--- src/rtl/iccm_arb_pkg.sv ---
`default_nettype none
// ============================================================================
// Package  : iccm_arb_pkg
// Brief    : Shared widths, timer sizing and FSM encoding for the ICCM arbiter.
// Revision : 1.0 - initial release
// ============================================================================
package iccm_arb_pkg;

    localparam int unsigned c_ADDR_W         = 12;
    localparam int unsigned c_DATA_W         = 32;
    localparam int unsigned c_RELEASE_CYCLES = 16;
    localparam int unsigned c_TIMER_W        = 8;

    typedef enum logic [1:0] {
        ST_RUN     = 2'd0,
        ST_LOAD    = 2'd1,
        ST_RELEASE = 2'd2
    } arb_state_e;

endpackage
`default_nettype wire

--- src/rtl/prog_release_timer.sv ---
`default_nettype none
// ============================================================================
// Module   : prog_release_timer
// Brief    : Loadable down-counter with zero flag; stops at zero.
// Revision : 1.0 - initial release
// ============================================================================
module prog_release_timer #(
    parameter int unsigned       WIDTH   = 8,
    parameter logic [WIDTH-1:0]  RST_VAL = '0
) (
    input  logic             clk_i,
    input  logic             rst_i,
    input  logic             load_i,
    input  logic [WIDTH-1:0] load_val_i,
    input  logic             dec_i,
    output logic             zero_o
);

    logic [WIDTH-1:0] r_count;

    always_ff @(posedge clk_i) begin
        if (rst_i) begin
            r_count <= RST_VAL;
        end else if (load_i) begin
            r_count <= load_val_i;
        end else if (dec_i && (r_count != '0)) begin
            r_count <= r_count - 1'b1;
        end
    end

    assign zero_o = (r_count == '0);

endmodule
`default_nettype wire

--- src/rtl/iccm_port_arbiter.sv ---
`default_nettype none
// ============================================================================
// Module   : iccm_port_arbiter
// Brief    : Owns the ICCM SRAM port; programmer writes during LOAD, core
//            fetches during RUN, core held in reset through LOAD and RELEASE.
// Revision : 1.0 - initial release
// ============================================================================
module iccm_port_arbiter
    import iccm_arb_pkg::*;
#(
    parameter int unsigned ADDR_W         = c_ADDR_W,
    parameter int unsigned DATA_W         = c_DATA_W,
    parameter int unsigned RELEASE_CYCLES = c_RELEASE_CYCLES
) (
    input  logic              clk_i,
    input  logic              rst_i,
    input  logic              prog_we_i,
    input  logic [ADDR_W-1:0] prog_addr_i,
    input  logic [DATA_W-1:0] prog_wdata_i,
    input  logic              prog_reset_i,
    input  logic              core_req_i,
    input  logic [ADDR_W-1:0] core_addr_i,
    output logic              core_gnt_o,
    output logic              core_rvalid_o,
    output logic [DATA_W-1:0] core_rdata_o,
    output logic              core_rst_o,
    output logic              iccm_csb_o,
    output logic              iccm_web_o,
    output logic [ADDR_W-1:0] iccm_addr_o,
    output logic [DATA_W-1:0] iccm_wdata_o,
    input  logic [DATA_W-1:0] iccm_rdata_i,
    output logic [ADDR_W:0]   word_cnt_o,
    output logic [DATA_W-1:0] checksum_o,
    output logic              ign_wr_o
);

    localparam logic [c_TIMER_W-1:0] c_REL_LOAD = c_TIMER_W'(RELEASE_CYCLES - 1);

    arb_state_e        r_state;
    arb_state_e        w_next_state;
    logic              w_timer_zero;
    logic              w_timer_load;
    logic              w_timer_dec;
    logic              w_load_entry;
    logic              w_wr_fire;
    logic              w_rd_fire;
    logic              w_stray_wr;

    logic              r_core_rst;
    logic              r_csb;
    logic              r_web;
    logic [ADDR_W-1:0] r_addr;
    logic [DATA_W-1:0] r_wdata;
    logic              r_rd_pend;
    logic              r_rvalid;
    logic [ADDR_W:0]   r_word_cnt;
    logic [DATA_W-1:0] r_checksum;
    logic              r_ign_wr;

    prog_release_timer #(
        .WIDTH   (c_TIMER_W),
        .RST_VAL (c_REL_LOAD)
    ) u_release_timer (
        .clk_i      (clk_i),
        .rst_i      (rst_i),
        .load_i     (w_timer_load),
        .load_val_i (c_REL_LOAD),
        .dec_i      (w_timer_dec),
        .zero_o     (w_timer_zero)
    );

    // ---------------- FSM: state register ----------------
    always_ff @(posedge clk_i) begin
        if (rst_i) begin
            r_state <= ST_RELEASE;
        end else begin
            r_state <= w_next_state;
        end
    end

    // ---------------- FSM: next state ----------------
    always_comb begin
        w_next_state = r_state;
        unique case (r_state)
            ST_RUN: begin
                if (prog_reset_i) w_next_state = ST_LOAD;
            end
            ST_LOAD: begin
                if (!prog_reset_i) w_next_state = ST_RELEASE;
            end
            ST_RELEASE: begin
                // A restarted load takes priority over an expiring window
                if (prog_reset_i)      w_next_state = ST_LOAD;
                else if (w_timer_zero) w_next_state = ST_RUN;
            end
            default: w_next_state = ST_RELEASE;
        endcase
    end

    // ---------------- FSM: outputs / strobes ----------------
    always_comb begin
        w_load_entry = (w_next_state == ST_LOAD) && (r_state != ST_LOAD);
        w_timer_load = (r_state == ST_LOAD) && (w_next_state == ST_RELEASE);
        w_timer_dec  = (r_state == ST_RELEASE) && !prog_reset_i;
        w_wr_fire    = (r_state == ST_LOAD) && prog_we_i;
        w_rd_fire    = (r_state == ST_RUN) && core_req_i;
        w_stray_wr   = (r_state != ST_LOAD) && prog_we_i;
    end

    always_ff @(posedge clk_i) begin
        if (rst_i) begin
            r_core_rst <= 1'b1;
        end else begin
            r_core_rst <= (w_next_state != ST_RUN);
        end
    end

    // SRAM port: writes only in LOAD, reads only in RUN, so they never overlap
    always_ff @(posedge clk_i) begin
        if (rst_i) begin
            r_csb   <= 1'b1;
            r_web   <= 1'b1;
            r_addr  <= '0;
            r_wdata <= '0;
        end else if (w_wr_fire) begin
            r_csb   <= 1'b0;
            r_web   <= 1'b0;
            r_addr  <= prog_addr_i;
            r_wdata <= prog_wdata_i;
        end else if (w_rd_fire) begin
            r_csb   <= 1'b0;
            r_web   <= 1'b1;
            r_addr  <= core_addr_i;
        end else begin
            r_csb   <= 1'b1;
            r_web   <= 1'b1;
        end
    end

    always_ff @(posedge clk_i) begin
        if (rst_i) begin
            r_rd_pend <= 1'b0;
            r_rvalid  <= 1'b0;
        end else begin
            r_rd_pend <= w_rd_fire;
            r_rvalid  <= r_rd_pend;
        end
    end

    always_ff @(posedge clk_i) begin
        if (rst_i) begin
            r_word_cnt <= '0;
            r_checksum <= '0;
        end else if (w_load_entry) begin
            r_word_cnt <= '0;
            r_checksum <= '0;
        end else if (w_wr_fire) begin
            if (!r_word_cnt[ADDR_W]) r_word_cnt <= r_word_cnt + 1'b1;
            r_checksum <= r_checksum + prog_wdata_i;
        end
    end

    always_ff @(posedge clk_i) begin
        if (rst_i) begin
            r_ign_wr <= 1'b0;
        end else if (w_stray_wr) begin
            r_ign_wr <= 1'b1;
        end
    end

    assign core_gnt_o    = w_rd_fire;
    assign core_rvalid_o = r_rvalid;
    // SRAM data arrives the cycle after the read is presented, aligned with r_rvalid
    assign core_rdata_o  = r_rvalid ? iccm_rdata_i : '0;
    assign core_rst_o    = r_core_rst;
    assign iccm_csb_o    = r_csb;
    assign iccm_web_o    = r_web;
    assign iccm_addr_o   = r_addr;
    assign iccm_wdata_o  = r_wdata;
    assign word_cnt_o    = r_word_cnt;
    assign checksum_o    = r_checksum;
    assign ign_wr_o      = r_ign_wr;

endmodule
`default_nettype wire

--- config.mk ---
export PLATFORM = sky130hd
export DESIGN_NAME = iccm_port_arbiter
export DESIGN_NICKNAME = d
export VERILOG_FILES = /design/src/rtl/iccm_arb_pkg.sv /design/src/rtl/prog_release_timer.sv /design/src/rtl/iccm_port_arbiter.sv
export SDC_FILE = /design/constraint.sdc
export NUM_CORES = 1
export LEC_CHECK = 0
export CORE_UTILIZATION = 58
export DETAILED_ROUTE_END_ITERATION = 8
export DONT_BUFFER_PORTS = 1
export PLACE_DENSITY = 0.82
export SYNTH_ARGS = -nofsm -noshare
export SYNTH_HDL_FRONTEND = slang
export SYNTH_SLANG_ARGS = --single-unit
--- constraint.sdc ---
create_clock -name clk_i -period 2.4 [get_ports clk_i]
set_clock_uncertainty 0.15 [all_clocks]
set_input_delay 0.24 -clock clk_i [delete_from_list [all_inputs] [get_ports clk_i]]
set_output_delay 0.24 -clock clk_i [all_outputs]
set_load 0.005 [all_outputs]
Word level (Yosys, flattened, before mapping)
Cells that the tools add are included.
{"block": "op_classes", "add_sub_neg": 3, "n_eq_ne": 5, "mux": 12, "n_bitwise": 1, "n_reduce_logical": 16}
{"operator": "$add A32 B32 Y32", "n": 1}
{"operator": "$mux W32", "n": 1}
{"operator": "$mux W12", "n": 2}
{"operator": "$add A13 B1 Y13 const B", "n": 1}
{"operator": "$mux W13", "n": 1}
{"operator": "$logic_not A8 Y1", "n": 1}
{"operator": "$mux W2", "n": 4}
{"operator": "$reduce_bool A8 Y1", "n": 1}
{"operator": "$sub A8 B1 Y8 const B", "n": 1}
{"operator": "$logic_and A1 B1 Y1", "n": 7}
{"operator": "$pmux W2 S3", "n": 1}
{"operator": "$eq A2 B1 Y1 const B", "n": 2}
{"operator": "$eq A2 B2 Y1 const B", "n": 2}
{"operator": "$reduce_bool A2 Y1", "n": 2}
{"operator": "$reduce_or A2 Y1", "n": 2}
{"operator": "$mux W1", "n": 3}
{"operator": "$logic_not A2 Y1", "n": 1}
{"operator": "$ne A2 B1 Y1 const B", "n": 1}
{"operator": "$reduce_and A2 Y1", "n": 1}
{"operator": "$logic_not A1 Y1", "n": 1}
{"operator": "$not A1 Y1", "n": 1}
{"block": "totals", "ff_bits": 105, "inputBits": 93, "output_inout_bits": 127, "word_cells": 50}

Longest topological paths before layout
Gate-level depths: netlist of the first run.
{"block": "depth", "ltp_word": 7, "depth_mapped": 9, "ltp_nobuf": 9}

By module
From an unflattened synthesis of the first run, not the netlist that was laid out.
{"block": "hier_totals", "hier_cells": 732, "hier_area_um2": 5944.5}
{"module": "iccm_port_arbiter", "instances": 1, "cells_each": 671, "area_per_inst_um2": 5416.4, "seq_area_each_um2": 1941.9}
{"module": "prog_release_timer", "instances": 1, "cells_each": 61, "area_per_inst_um2": 528.0, "seq_area_each_um2": 160.2}

Worst setup path after synthesis of the first run
No wires, ideal clock.
{"block": "synth_timing", "path_type": "register -> register", "startpoint": "reg r_checksum[0], in the netlist checksum_o[0]", "endpoint": "reg r_checksum[26], in the netlist checksum_o[26]", "setup_time_ns": 0.058, "arrival_ns": 2.171, "required_time_ns": 2.192, "setup_slack_ns": 0.021, "stages_incl_launch_ff": 10, "path_buffers": 0, "period_less_slack_ns": 2.379, "cell_sequence": "dfxtp_1 -> ha_1 -> fa_1 -> a21oi_1 -> o221a_2 -> nor3_2 -> o31ai_4 -> o21bai_2 -> mux2_1 -> nand2_1"}
{"block": "synth_between", "elab_chain_len": 1}
{"element": "start: declaration", "line_no": "iccm_port_arbiter.sv:57", "rtl": "logic [DATA_W-1:0] r_checksum;"}
{"element": "start signal: assignment", "line_no": "iccm_port_arbiter.sv:159", "rtl": "r_checksum <= r_checksum + prog_wdata_i;"}
{"element": "$add A32 B32 Y32", "line_no": "iccm_port_arbiter.sv:159"}
No other way between the ends.
A chain may end at the register's enable or synchronous reset.

Final worst setup path of the first run
{"block": "layout_timing", "startpoint": "reg r_checksum[6], in the netlist checksum_o[6]", "endpoint": "reg r_checksum[28], in the netlist checksum_o[28]"}
Same word-level chain as after synthesis.

==> metrics.cfg, run 1 <==
[setup_path]
startpoint_type = flop
worstSetupPathType = flop to flop
cp-end-kind = flop
ff2ff_path_depth = 8
timing.reg2reg.setup_slack_ns = -0.04
crit_required_ns = 2.56
rr_startpoint = checksum_o[6]
worst-path-max-fanout = 3
reg2reg_to = checksum_o[28]
cp_data_arrival_time_ns = 2.60
crit_path_end = checksum_o[28]
crit_start = checksum_o[6]

[place]
placed_cell_area_mm2 = 0.00644
port-buffer-count = 0
place_ws_ns = -0.199
gp_congestion = 0.934
dpl.hpwl_mm = 13.1

[job]
max_cap_viol_count = 0

[final_layout]
finalNetCount = 981
regArea_mm2 = 0.00211
postLayoutCellArea_mm2 = 0.00755
fill_cells = 656
drive_gt1_share_pct = 17.0
multi_input_area_mm2 = 0.00378
finish.utilization_pct = 76.9
syn2layout_area_growth_pct = 27.4

[sta]
tns_ns = -0.0904
setup_violations = 3
slew_viol_final = 0
fin_crit_sh_pct = 102
hold_viol = 1
slew_headroom_pct = 54.5
fmax_mhz = 409
worst_slack_ns = -0.0438
min_period_ns = 2.44
grt_setup_unrepaired = true
worstMarginPinSlew_ns = 0.682
fin_hold_ws_ns = -0.0363

[clocking]
clock_latency_ns = 0.41
cts_tree = done
cts_buffers = 9
path_clk_slew_ns = 0.13
clockRootBuffer = clkbuf_8
clk_path_buf_depth = 2
cts.sinks = 105
htreeDepth = 3

[logic_synthesis]
yosys.area.top_type = dfxtp_1
synth_fp_nets = 877
ys_async_sr_fraction_pct = 0
synth_top_area_share_pct = 35.5
synth_area_mm2 = 0.00593
ys_types = 68
synthesis.instances = 750
ys_warn_count = 0
ys.flop_type = dfxtp_1
synth_seq_cells = 105
ys_top_cells_by_area = dfxtp_1, nand2_1, a21oi_1
ys_seq_area_share_pct = 35.5
synth_edf_count = 0
syn_avg_cell_area_um2 = 7.90

[outcome]
violations = negative hold slack, negative setup slack
status = complete, but fails checks

[worst_hold_path]
hold_path.class = input port to flop

[grt]
grt_pass1_vias = 5917
groute.layer.met3.usage_pct = 14.3
use_met2_pct = 61.5
grt_max_degree = 75
grtUsageTotal_pct = 36.9
grt_pass1_wl_mm = 29.2
overflow = 0
top_usage_layer = met2
antenna_found_initial = 10
use_met1_pct = 37.0

[floorplanning]
fp.dieW_um = 103
rows = 36
core_area_mm2 = 0.00982
initial_core_util_pct = 60.4
dieArea_mm2 = 0.0106
io_pins = 220
die_h_um = 103

[detailed_routing]
vias = 6340
drt_first_pass_iters = 5
totalWireLength_mm = 20.6
drc = 0
viasPerCell = 6.34
drtAntennaViolNets = 0
wl_per_cell_um = 20.6
first_iter_violations = 427

[pwr]
vdd_drop_max_uv = 333
powerDensity_mw_per_mm2 = 458
total_power_uw = 3460
p_leak_uw = 0.00297

placed cells by master, fill, tap and decap left out, types with 4 or more instances in the layout:
cell           instances
o21ai_0               21
xor2_1                19
nor3_1                 6
diode_2                8
nand2_1              133
or3_1                  6
o211ai_1               6
dfxtp_1              102
nor3_2                 5
xnor2_1               15
inv_1                 15
nand3_1               18
buf_4                 68
mux2i_1               15
nor2_1                56
ha_1                  27
a21oi_1               83
ha_4                   4
nand3b_1               6
o21ai_1                8
dlygate4sd3_1         62
and2_1                34
clkbuf_8               9
and3_1                 4
a211oi_1              16
o21a_1                 4
nor2b_1                8
nand4_1               13
a21oi_2                8
a21o_1                13
synth_stat cells, types with 2 or more instances:
master    number
nand2_1      134
dfxtp_1      105
a21oi_1       90
nor2_1        59
and2_1        34
ha_1          33
o21ai_0       26
clkbuf_1      25
xor2_1        19
a211oi_1      18
nand3_1       18
inv_1         15
mux2i_1       15
xnor2_1       15
a21o_1        13
nand4_1       13
buf_2         12
nor2b_1        8
nor3_1         8
nand3b_1       6
o211ai_1       6
or3_1          6
and3_1         4
buf_1          4
nor3_2         4
o21a_1         4
o21ai_1        4
a31oi_1        3
nor4_1         3
o21bai_1       3
o31ai_1        3
or2_1          3
or2_2          2
per-layer routing:
layer | wire length (um) | vias up
li1 | - | 2825
met5 | 31 | -
met1 | 7080 | 2985
met3 | 1830 | 122
met2 | 10100 | 404
met4 | 1550 | 4
where the power goes:
group	switching [uW]	internal, uW
sequential	35.3	1780
clock	744	417
combinational	258	225
total	1040	2420
flip-flops by register name (all words and copies together) (netlist names), 2 cells and up:
signal and count:
checksum_o 32, iccm_wdata_o 32, word_cnt_o 13, iccm_addr_o 12
u_release_timer.r_count 8, r_state 2
worst max-delay path, cell delays in order (launching register included):
cell and delay, ns:
dfxtp_1 0.33, ha_1 0.28, a21o_1 0.22, a21oi_1 0.26, o221ai_2 0.23, o21ai_2 0.27
a211oi_2 0.10, or2_1 0.25, o311ai_2 0.24
cells by family (layout without fill, tap and decap cells):
| group | Yosys count | count (layout) | share of synthesized area (%) |
|---|---|---|---|
| AOI/OAI and AO/OA | 188 | 188 | 19.8 |
| adders and majority gates | 34 | 34 | 7.30 |
| xor gates and xnor gates | 34 | 34 | 5.02 |
| buffers and inverters | 58 | 167 | 4.05 |
| and+or+nand+nor | 314 | 314 | 25.4 |
| muxes | 17 | 17 | 2.98 |
| other | 0 | 8 | 0 |
| DFF | 105 | 105 | 35.5 |
stage by stage:
stage                     hold slack, ns  instances
final                            -0.0363       1000
after CTS                         0.0258        988
after floorplan                    0.197        750
after detailed placement           0.165        908
after global placement             0.162        908
after global routing              0.0773        997
cell type report:
class                      instances  share of cell area [%]
sequential                       105                    27.9
antenna                            8                   0.265
clock buffer                       9                    1.64
multi-input combinational        587                    50.0
inverter                          16                   0.795
tap                              133                    2.20
timing repair buffer             135                    16.1
clock inverter                     7                    1.06
worst min path at each step:
stage,slack (ns),cells after the start,to,start
2_1_floorplan,0.20,1,core_rst_o,prog_reset_i
3_3_place_gp,0.16,1,iccm_wdata_o[3],rst_i
3_5_place_dp,0.17,1,iccm_wdata_o[3],rst_i
4_1_cts,0.03,3,u_release_timer.r_count[0],prog_reset_i
5_1_grt,0.08,3,u_release_timer.r_count[0],prog_reset_i
6_report,-0.04,2,iccm_addr_o[3],core_addr_i[3]
what timing repair did:
action,4_1_cts,5_1_grt
pin swaps,1,17
resized for setup,7,40
hold buffers,64,0
setup endpoints to repair,10,30
gates cloned,0,1
buffers inserted,0,4
hold endpoints to repair,61,0
Note: power is estimated with default switching activity, not from simulation.
==> run 2: changes to the inputs <==
--- a/config.mk
+++ b/config.mk
@@ -9,6 +9,7 @@
 export DETAILED_ROUTE_END_ITERATION = 8
 export DONT_BUFFER_PORTS = 1
 export PLACE_DENSITY = 0.82
+export SETUP_SLACK_MARGIN = 0.05
 export SYNTH_ARGS = -nofsm -noshare
 export SYNTH_HDL_FRONTEND = slang
 export SYNTH_SLANG_ARGS = --single-unit
==> metrics.cfg, run 2 (synthesis gave the netlist of run 1 again) <==
[job]
max_cap_viol_count = 0  ; unchanged

[sta]
worstMarginPinSlew_ns = 0.677  ; -0.00498 ns
fmax_mhz = 411  ; +0.39%
grt_setup_unrepaired = true
fin_hold_ws_ns = -0.00117  ; +0.0351 ns
setup_violations = 2  ; -1
slew_viol_final = 0  ; unchanged
hold_viol = 1  ; unchanged
min_period_ns = 2.43  ; -0.00950 ns
fin_crit_sh_pct = 101  ; -0.40 points
tns_ns = -0.0522  ; +0.0382 ns
slew_headroom_pct = 54.8  ; +0.33 points
worst_slack_ns = -0.0343  ; +0.00950 ns

[detailed_routing]
drt_first_pass_iters = 8  ; +3
dr_wl_met2_mm = 9.85  ; -2.9%
viasPerCell = 6.30  ; -0.56%
drtAntennaViolNets = 0  ; unchanged
wl_per_cell_um = 20.2  ; -1.9%
top_layer = met4
dr_wl_met3_mm = 1.73  ; -5.0%
first_iter_violations = 428  ; +0.23%
vias = 6216  ; -2.0%
totalWireLength_mm = 20.0  ; -3.3%
drc = 0  ; unchanged
wirelength_met1_mm = 7.19  ; +1.5%

[clocking]
htreeDepth = 3  ; unchanged
clock_latency_ns = 0.39  ; -0.02 ns
cts_buffers = 9  ; unchanged
cts.sinks = 105  ; unchanged
clockRootBuffer = clkbuf_8
cts_tree = done
path_clk_slew_ns = 0.10  ; -0.03 ns
clk_path_buf_depth = 2  ; unchanged

[setup_path]
cp-end-kind = flop
worst-path-max-fanout = 5  ; +2
crit_required_ns = 2.57  ; about the same
ff2ff_path_depth = 8  ; unchanged
startpoint_type = flop
cp_data_arrival_time_ns = 2.61  ; about the same
worstSetupPathType = flop to flop

[final_layout]
syn2layout_area_growth_pct = 27.1
finish.utilization_pct = 76.7  ; -0.19 points
postLayoutCellArea_mm2 = 0.00754  ; -0.25%
finalNetCount = 975  ; -0.61%
final_common_cell = nand2_1
final_cell_mix = nand2_1, dfxtp_1, a21oi_1
drive_gt1_share_pct = 17.7  ; +0.73 points

[worst_hold_path]
whs_path_depth = 2  ; unchanged
hold_path.class = input port to flop

[pwr]
total_power_uw = 3570  ; +3.2%
vdd_drop_max_uv = 368  ; +11%
powerDensity_mw_per_mm2 = 474  ; +3.5%
p_leak_uw = 0.00292  ; -1.5%

[place]
dpl.hpwl_mm = 12.4  ; -5.5%
port-buffer-count = 0  ; unchanged
gp_congestion = 0.956  ; +2.3%
placed_cell_area_mm2 = 0.00643  ; about the same

[grt]
grt_pass1_wl_mm = 30.0  ; +2.8%
grt_max_degree = 75  ; unchanged
overflow = 0  ; unchanged
antenna_found_initial = 2  ; -8
grtUsageTotal_pct = 37.2  ; +0.29 points
grt_pass1_vias = 6039  ; +2.1%

[floorplanning]
die_h_um = 103  ; unchanged
dieArea_mm2 = 0.0106  ; unchanged
core_area_mm2 = 0.00982  ; unchanged
rows = 36  ; unchanged
initial_core_util_pct = 60.4  ; unchanged
fp.dieW_um = 103  ; unchanged
io_pins = 220  ; unchanged

[outcome]
violations = negative hold slack, negative setup slack
status = complete, but fails checks

[run 2: cell count changes in the layout (fill, tap and decap cells not counted), sizes merged]
cell	before	now
buf	72	71
bufinv	0	2
clkinv	3	1
diode	8	1
dlygate4sd3	62	57
inv	19	18
[run 2: what timing repair did]
item	in CTS	in global routing
setup buffers	0	4
setup endpoints to repair	9	29
gates cloned	0	1
gates resized for setup	9	41
hold buffers	58	0
endpoints found under the hold margin	60	0
pin swaps	6	14
[run 2: routing by layer]
| layer | up-vias | global-route usage [%] |
|---|---|---|
| li1 | 2805 | - |
| met1 | 2890 | 39.5 |
| met3 | 116 | 14.9 |
| met4 | 0 | 22.6 |
| met2 | 405 | 61.9 |
| met5 | - | 0 |
[run 2: final cells by class]
class                           instances  area, um^2
Sequential cell                       105        2110
Inverter                               16        60.1
Tap cell                              133         166
Fill cell                             647        2280
Antenna cell                            1        2.50
Multi-Input combinational cell        587        3820
Clock inverter                          6        98.8
Timing Repair Buffer                  129        1160
Clock buffer                            9         124
[run 2: path summary, 6_finish.rpt]
check | to | slack (ns) | startpoint
worst max register to register | checksum_o[24] | -0.03 | checksum_o[8]
worst min register to register | core_rvalid_o | 0.31 | r_rd_pend
worst min-delay path | iccm_addr_o[9] | -0.001 | core_addr_i[9]
worst max-delay path | checksum_o[24] | -0.03 | checksum_o[8]
[run 2: critical path, stage by stage, from the launching register on]
cell and delay, ns:
dfxtp_1 0.34, ha_1 0.30, buf_4 0.17, nand4_1 0.25, o221ai_2 0.45, o21ai_2 0.15, a21o_1 0.23, a211o_1 0.26
nand3_1 0.07
[run 2: through the flow]
stage | setup WS, ns | cells | hold slack [ns]
floorplan | 0.0568 | 750 | 0.197
global placement | 0.0506 | 907 | 0.163
detailed placement | -0.00340 | 907 | 0.165
CTS | 0.0285 | 980 | 0.00360
global route | -0.0613 | 985 | 0.00926
finish | -0.0343 | 986 | -0.00117
[run 2: where the power goes]
group	total [uW]	switching (uW)	internal (uW)
registers	1820	35.6	1780
clock network	1270	670	601
logic	485	258	227
